[config.mk]
export PLATFORM = sky130hd
export DESIGN_NAME = uart_tx_arb
export DESIGN_NICKNAME = d
export VERILOG_FILES = /design/src/rtl/uart_tx_arb.sv
export SDC_FILE = /design/constraint.sdc
export NUM_CORES = 1
export LEC_CHECK = 0
export BUFFER_PORTS_ARGS = -buffer_cell sky130_fd_sc_hd__clkbuf_2
export CORE_MARGIN = 2
export CORE_UTILIZATION = 45
export CTS_CLUSTER_SIZE = 16
export DETAILED_ROUTE_END_ITERATION = 10
export PLACE_DENSITY = 0.76
export SETUP_SLACK_MARGIN = 0.15
export SLEW_MARGIN = 20
export SYNTH_ARGS = -nofsm -noshare
export SYNTH_HDL_FRONTEND = slang
export SYNTH_SLANG_ARGS = --single-unit
[constraint.sdc]
create_clock -name clk -period 2.34 [get_ports clk]
set_input_delay 0.468 -clock clk [delete_from_list [all_inputs] [get_ports clk]]
set_output_delay 0.468 -clock clk [all_outputs]
set_load 0.03 [all_outputs]
[src/rtl/uart_tx_arb.sv]
// Round-robin arbiter that lets NREQ byte sources share one uart_tx, locking the
// channel to one requester for a whole message and releasing idle owners on timeout.
module uart_tx_arb #(
    parameter int NREQ    = 4,
    parameter int TIMEOUT = 1024
) (
    input  logic                clk,
    input  logic                reset,
    input  logic [8*NREQ-1:0]   req_data,
    input  logic [NREQ-1:0]     req_vld,
    input  logic [NREQ-1:0]     req_last,
    output logic [NREQ-1:0]     req_rdy,
    output logic [7:0]          tx_d,
    output logic                tx_vld,
    input  logic                tx_rdy,
    output logic [2:0]          grant_id,
    output logic                busy,
    output logic                err_timeout
);

    localparam int              CW      = $clog2(TIMEOUT);
    localparam logic [CW-1:0]   CNT_MAX = CW'(TIMEOUT - 1);
    localparam logic [2:0]      LAST_ID = 3'(NREQ - 1);
    localparam logic [3:0]      NREQ_W  = 4'(NREQ);

    typedef enum logic [0:0] {
        ST_IDLE = 1'b0,
        ST_LOCK = 1'b1
    } state_t;

    state_t         state_r, state_nx_s;
    logic [2:0]     ptr_r, ptr_nx_s;
    logic [2:0]     grant_r, grant_nx_s;
    logic [CW-1:0]  cnt_r, cnt_nx_s;
    logic [7:0]     tx_d_r;
    logic           tx_vld_r;
    logic           err_r;
    logic           timeout_s;
    logic [7:0]     vld_pad_s, last_pad_s;
    logic [63:0]    data_pad_s;
    logic [7:0]     cur_data_s;
    logic           can_load_s, accept_s;
    logic           found_s;
    logic [2:0]     pick_s;
    logic [3:0]     cand_s;
    logic [2:0]     next_ptr_s;

    // Widen requester buses to 8 lanes so the owner can be indexed by a 3-bit id.
    always_comb begin
        vld_pad_s                 = 8'h00;
        last_pad_s                = 8'h00;
        data_pad_s                = 64'h0;
        vld_pad_s[NREQ-1:0]       = req_vld;
        last_pad_s[NREQ-1:0]      = req_last;
        data_pad_s[8*NREQ-1:0]    = req_data;
    end

    assign cur_data_s = data_pad_s[{grant_r, 3'b000} +: 8];
    assign can_load_s = !tx_vld_r || tx_rdy;
    assign accept_s   = (state_r == ST_LOCK) && vld_pad_s[grant_r] && can_load_s;
    assign next_ptr_s = (grant_r == LAST_ID) ? 3'd0 : grant_r + 3'd1;

    // Rotating search: first valid requester at or above ptr, wrapping modulo NREQ.
    always_comb begin
        found_s = 1'b0;
        pick_s  = 3'd0;
        cand_s  = 4'd0;
        for (int i = 0; i < NREQ; i++) begin
            cand_s = {1'b0, ptr_r} + 4'(i);
            if (cand_s >= NREQ_W) begin
                cand_s = cand_s - NREQ_W;
            end else begin
                cand_s = cand_s;
            end
            if (!found_s && vld_pad_s[cand_s[2:0]]) begin
                found_s = 1'b1;
                pick_s  = cand_s[2:0];
            end else begin
                found_s = found_s;
            end
        end
    end

    // Only the owner may hand over a byte, and only when the output slot frees up.
    always_comb begin
        req_rdy = '0;
        for (int i = 0; i < NREQ; i++) begin
            req_rdy[i] = (state_r == ST_LOCK) && (grant_r == 3'(i)) && can_load_s;
        end
    end

    // Ownership FSM next state: grant, end-of-message release, idle-owner timeout.
    always_comb begin
        state_nx_s = state_r;
        ptr_nx_s   = ptr_r;
        grant_nx_s = grant_r;
        cnt_nx_s   = cnt_r;
        timeout_s  = 1'b0;
        case (state_r)
            ST_IDLE: begin
                cnt_nx_s = '0;
                if (found_s) begin
                    state_nx_s = ST_LOCK;
                    grant_nx_s = pick_s;
                end else begin
                    state_nx_s = ST_IDLE;
                end
            end
            ST_LOCK: begin
                if (accept_s) begin
                    cnt_nx_s = '0;
                    if (last_pad_s[grant_r]) begin
                        state_nx_s = ST_IDLE;
                        ptr_nx_s   = next_ptr_s;
                    end else begin
                        state_nx_s = ST_LOCK;
                    end
                end else if (!vld_pad_s[grant_r]) begin
                    if (cnt_r == CNT_MAX) begin
                        state_nx_s = ST_IDLE;
                        ptr_nx_s   = next_ptr_s;
                        cnt_nx_s   = '0;
                        timeout_s  = 1'b1;
                    end else begin
                        cnt_nx_s = cnt_r + CW'(1);
                    end
                end else begin
                    cnt_nx_s = '0;
                end
            end
            default: begin
                state_nx_s = ST_IDLE;
                cnt_nx_s   = '0;
            end
        endcase
    end

    // State, pointer, owner, idle counter and the timeout pulse register.
    always_ff @(posedge clk or negedge reset) begin
        if (!reset) begin
            state_r <= ST_IDLE;
            ptr_r   <= 3'd0;
            grant_r <= 3'd0;
            cnt_r   <= '0;
            err_r   <= 1'b0;
        end else begin
            state_r <= state_nx_s;
            ptr_r   <= ptr_nx_s;
            grant_r <= grant_nx_s;
            cnt_r   <= cnt_nx_s;
            err_r   <= timeout_s;
        end
    end

    // Output slot: load on accept, hold under backpressure, empty on consume.
    always_ff @(posedge clk or negedge reset) begin
        if (!reset) begin
            tx_d_r   <= 8'h00;
            tx_vld_r <= 1'b0;
        end else if (accept_s) begin
            tx_d_r   <= cur_data_s;
            tx_vld_r <= 1'b1;
        end else if (tx_rdy) begin
            tx_vld_r <= 1'b0;
        end else begin
            tx_vld_r <= tx_vld_r;
        end
    end

    assign tx_d        = tx_d_r;
    assign tx_vld      = tx_vld_r;
    assign grant_id    = grant_r;
    assign err_timeout = err_r;
    assign busy        = (state_r == ST_LOCK) || tx_vld_r;

endmodule

==> results of run 1 <==
[placed cells by master (no fill, tap or decap), drive strengths merged]
cell type  instances
clkbuf            63
dfrtp             27
nand2             21
nor2              16
mux4              11
mux2               9
nand3              8
o21ai              7
ha                 7
nand2b             6
inv                6
a21oi              6
xor2               5
buf                5
and3               4
and2               4
nand4              3
xnor2              2
nor3               2
o211ai             2
a211oi             2
clkinv             1
and4               1
or3                1
or2                1
mux2i              1
a31o               1
o32ai              1
a21boi             1
o22ai              1
o21a               1
o2bb2ai            1
o31ai              1
o211a              1
[metal layers]
| metal | share of wire, % | track usage [%] | up-vias |
|---|---|---|---|
| li1 | - | - | 722 |
| met3 | 7.7 | 3.24 | 2 |
| met4 | 0.45 | 4.95 | 0 |
| met2 | 49 | 33.7 | 60 |
| met5 | 0 | 0 | - |
| met1 | 43 | 21.5 | 692 |
[layout make-up]
cell class              instances  share of cell area, %
clock inverters                 1                  0.407
clock buffers                   3                   1.92
repair buffers                 65                   15.7
flip-flops and latches         27                   31.4
well taps                      48                   2.79
multi-input cells             127                   46.7
inverters                       6                   1.05
[through the flow]
stage	hold slack, ns	cells	total power, mW	utilization (%)	instance area [um^2]
floorplan	0.172	167	1.93	-	1750
global route	0.254	277	2.77	58.8	2150
global placement	0.464	273	2.29	57.4	2100
detailed placement	0.482	273	2.31	57.4	2100
CTS	0.227	277	2.59	58.8	2150
finish	0.203	277	2.57	58.8	2150
[cell families (layout without fill, tap and decap cells)]
logic type                 Yosys count  in the layout  synth area share, %
muxes                               21             21                 20.8
AOI/OAI and AO/OA                   25             25                 9.50
buffers and inverters               13             75                 3.55
adders and majority gates            7              7                 5.08
DFF                                 27             27                 39.2
xor gates and xnor gates             7              7                 3.55
and+or+nand+nor                     67             67                 18.3
[sequential cells by signal (all words and copies together), names as in the netlist]
| signal | cells |
|---|---|
| tx_vld | 1 |
| grant_id | 3 |
| err_timeout | 1 |
| ptr_r | 3 |
| tx_d | 8 |
| state_r | 1 |
| cnt_r | 10 |
[power groups by stage]
stage / clock network (mW) / registers (mW) / logic [mW]
after floorplan: 0 / 0.892 / 1.04
after global placement: 0 / 0.719 / 1.57
after detailed placement: 0 / 0.724 / 1.59
after CTS: 0.285 / 0.715 / 1.59
after global routing: 0.303 / 0.734 / 1.73
final: 0.276 / 0.712 / 1.58
[worst max-delay path by stage]
stage	to	slack (ns)	cells after the start
detailed placement	grant_id[0]	0.28	6
finish	grant_id[0]	0.27	6
CTS	grant_id[0]	0.27	6
global placement	grant_id[0]	0.32	6
floorplan	grant_id[0]	0.16	7
global route	grant_id[0]	0.15	6
==> out/results.txt, run 1 <==
Outcome: finished clean
Worst r2r dst: grant_id[0]
CP Launch Point: ptr_r[1]
Die height: 65.9 um
Total gr overflow: 0
CP max-delay cell: mux4_2
Full die area: 4350 um^2
Reg2reg start: ptr_r[1]
Reported max-cap violation count: 0
R2R cell count: 6
Syn avg cell area: 10.3 um^2
Layout Area Growth over Synthesis: 24.7%
Initial Util: 47.1%
Deepest clock path buffer count: 2
Number of setup buffers added after CTS: 0
Reg area: 676 um^2
Post-synthesis cell type count: 37
Required time worst endpoint: 2.51 ns
Row count: 22
Die width: 65.9 um
Hold WC Path Type: in -> async
VDD IR max: 499 uV
N_diodes: 0
Max stage delay on crit path: 0.55 ns
Sequential fraction of the synthesis area: 39.2%
WP buf/inv: 1
CP cell instances: inv_1, ha_4, mux4_2, a211oi_2, a21oi_1, o211a_1
# setup viols final: 0
Static leakage: 1.04 nW
Clock skew: 0.00234 ns
Post-synth EDFFs: 0
Fin crit share: 88.3%
DRC violations left: 0
CTS tree: done
Post-DRT Antenna Nets: 0
Psw: 1.15 mW
DP Wirelength: 3030 um
H-tree levels: 1
Synth area leader: dfrtp_1
Logic pwr share: 61.5%
Setup WS pre-CTS: 0.280 ns
Unrepaired setup endpoints after global routing: false
Skew-Pair Late Insertion Delay: 0.27 ns
Vias per inst: 5.33
#FFs+latches synth: 27
Placer Congestion: 0.855
Core Region: 3660 um^2
Area of the multi-input gates: 1010 um^2
Reg clk slew, reported paths: 0.10 ns
Detailed-route wire length per cell: 13.5 um
Mapped Cells: 167
CTS Root Cell: clkbuf_8
Final wirelength: 3750 um
Fin crit period: 2.07 ns
Critical Path Fanout Max: 7
DR iter-0 viols: 31
Fillers: 324
Pint: 1.42 mW
CP Class: reg -> reg
Cell area after synthesis: 1730 um^2
Largest net degree at the start of global routing: 28
Top-count cell post-synth: dfrtp_1
Most used DFF post-synth: dfrtp_1
Layout cells sized above 1: 40.6%
Num CTS Buffers: 3
Initial antenna violation count: 0
Area contributors post-synth: dfrtp_1, mux4_2, mux2_2, ha_1, nand2_1
Yosys top cell area share: 39.2%
Post_cts resized: 0
PwrDens: 1190 nW/um^2
Nets: 280
Global-route wire length before repair: 6170 um
Post-CTS Hold Buffers: 0
Worst-Margin Slew: 0.663 ns
Post-synth net total: 217
Clock share of power: 10.8%
Critical Path Sink Type: register
Pre-antenna DRT Iters: 4
Asr flop ratio synth: 100%
Sequential Power Share: 27.8%
FF-to-FF setup slack: 0.27 ns
Vias: 1476
Buffers on Ports: 60
Slew headroom: 55.8%
Switching Share: 44.8%
CP startpoint kind: register
Setup_tns: 0 ns
Vias in the first global route: 1421
Boundary Pins: 61
Worst path top cell family by delay: compound AO/OA/AOI/OAI gates
Slew Viols, Final: 0
GRT Total Usage: 18.2%
YS warnings: 0
Commonest cells in the netlist: dfrtp_1, nand2_1, nor2_1
Final count of hold timing violations: 0
Max Fclk: 0.484 GHz
Clock sinks: 27
Setup ws final: 0.274 ns
Crit path DAT: 2.24 ns
No activity file was read; power rests on OpenSTA's default activity.
==> run 2, diff against run 1 <==
BUFFER_PORTS_ARGS = not set   (was -buffer_cell sky130_fd_sc_hd__clkbuf_2)
CORE_UTILIZATION = 50   (was 45)
DONT_BUFFER_PORTS = 1   (was not set)
PLACE_DENSITY = 0.68   (was 0.76)
==> run 2 against run 1 <==
Largest cell class unchanged. Critical path type unchanged. Non-clock buffer count is 57 lower. Via count is 12% lower. Worst setup slack worse by 0.042 ns. Critical endpoint unchanged.
==> out/results.txt, run 2 (synthesis gave the netlist of run 1 again) <==
Outcome: finished clean
VDD IR max: 562 uV
H-tree levels: 1
Final count of hold timing violations: 0
Most common cell after layout, fill and taps aside: dfrtp_1
WP buf/inv: 1
Worst path top cell family by delay: compound AO/OA/AOI/OAI gates
Final Power: 2.36 mW
Most frequent cells in the layout: dfrtp_1, nand2_1, nor2_1, mux4_2, mux2_2
Reported max-cap violation count: 0
Setup_tns: 0 ns
GR Layer Usage met2: 32.3%
N_diodes: 0
Die height: 62.7 um
Sequential Power Share: 37.1%
Row count: 21
Fin crit share: 90.1%
# setup viols final: 0
Pint: 1.26 mW
Setup ws final: 0.232 ns
PwrDens: 1260 nW/um^2
Initial Util: 51.7%
Static leakage: 0.798 nW
Fillers: 299
Fin crit period: 2.11 ns
Global-route wire length before repair: 6150 um
Reg area: 676 um^2
Boundary Pins: 61
Max stage delay on crit path: 0.56 ns
CTS tree: done
Buffers on Ports: 0
Nets: 223
CTS Root Cell: clkbuf_4
CP max-delay cell: mux4_2
Skew-Pair Late Insertion Delay: 0.32 ns
Detailed-route wire length per cell: 16.8 um
Switching Share: 46.4%
CP cell instances: inv_1, ha_4, mux4_2, a211oi_2, a21oi_2, o211a_1
Clock sinks: 27
Clock skew: 0.00952 ns
Unrepaired setup endpoints after global routing: true
Total gr overflow: 0
Hold WC Path Type: in -> reg
Worst-Margin Slew: 0.406 ns
Deepest clock path buffer count: 2
Initial antenna violation count: 0
Core Region: 3340 um^2
Largest net degree at the start of global routing: 28
Post-DRT Antenna Nets: 0
Layout cells sized above 1: 22.7%
GR peak layer: met2
Vias: 1298
Vias per inst: 5.95
Setup WS pre-CTS: 0.222 ns
CP Class: reg -> reg
Reg clk slew, reported paths: 0.14 ns
Logic pwr share: 54.5%
DRC violations left: 0
Area of the multi-input gates: 1010 um^2
Slew headroom: 72.7%
GR Layer Usage met1: 24.4%
Placer Congestion: 0.807
Met3 Use GR: 5.59%
CP startpoint kind: register
Max Fclk: 0.474 GHz
Max FFs per register: 10
Required time worst endpoint: 2.57 ns
Slew Viols, Final: 0
Clock share of power: 8.4%
Vias in the first global route: 1358
Pre-antenna DRT Iters: 4
GRT Total Usage: 19.7%
DP Wirelength: 2790 um
Full die area: 3940 um^2
Crit path DAT: 2.34 ns
Final wirelength: 3670 um
Psw: 1.09 mW
Num CTS Buffers: 3
Layout Area Growth over Synthesis: 8.70%
Critical Path Fanout Max: 7
DR iter-0 viols: 69
Die width: 62.7 um
Reg with most FFs: cnt_r
Critical Path Sink Type: register
==> run 2: changes by cell type in the layout (fill, tap and decap cells not counted), moves of 3 or more <==
| cell | change |
|---|---|
| clkbuf_8 | -3 |
| clkbuf_2 | -60 |
| clkbuf_4 | +3 |
| and2_1 | -4 |
| and2_2 | +4 |
==> run 2: power by group through the flow <==
stage	Clock (mW)	Sequential [mW]	Combinational (mW)
finish	0.198	0.874	1.29
detailed placement	0	0.883	1.25
global route	0.232	0.895	1.41
global placement	0	0.878	1.21
floorplan	0	0.892	1.04
CTS	0.208	0.873	1.27
==> run 2: worst paths after layout <==
path                            slack (ns)  startpoint     endpoint  cells after the start
min in group asynchronous             0.57       reset      tx_d[2]                      2
worst max register to register        0.23    ptr_r[1]  grant_id[0]                      6
worst max-delay path                  0.23    ptr_r[1]  grant_id[0]                      6
worst min register to register        0.51    cnt_r[0]     cnt_r[0]                      1
max in group asynchronous             1.61       reset     cnt_r[7]                      2
worst min-delay path                  0.39      tx_rdy       tx_vld                      2
==> run 2: area by class of cell <==
class / count / area share (%)
inverters: 6 / 1.20
flip-flops and latches: 27 / 36.0
well taps: 46 / 3.07
repair buffers: 8 / 4.20
multi-input cells: 127 / 54.1
clock buffers: 4 / 1.40
==> run 2: routing by layer <==
metal / vias to the layer above / wire, um
met2: 57 / 1880
li1: 609 / -
met5: - / 0
met3: 8 / 247
met1: 624 / 1470
met4: 0 / 72
==> run 2: repair_timing <==
action | 4_1_cts | 5_1_grt
hold endpoints to repair | 27 | 0
endpoints found under the setup margin | 0 | 6
resized for setup | 0 | 6
hold buffers | 2 | 0
buffers inserted | 0 | 0
==> run 2: through the flow <==
stage	cell area (um^2)	util, %	instances	hold WS [ns]
final	1880	56.2	218	0.394
after global routing	1880	56.2	218	0.384
after CTS	1860	55.8	218	0.386
after detailed placement	1810	54.1	212	0.173
after global placement	1810	54.1	212	0.173
after floorplan	1750	-	167	0.172
==> run 2: worst register-to-register path, delay by kind of cell, from the launching register on <==
kind,cells,cell delay [ns]
buf+inv,1,0.10
compound gates,3,0.66
fa+ha+maj,1,0.32
flops,1,0.38
mux,1,0.56
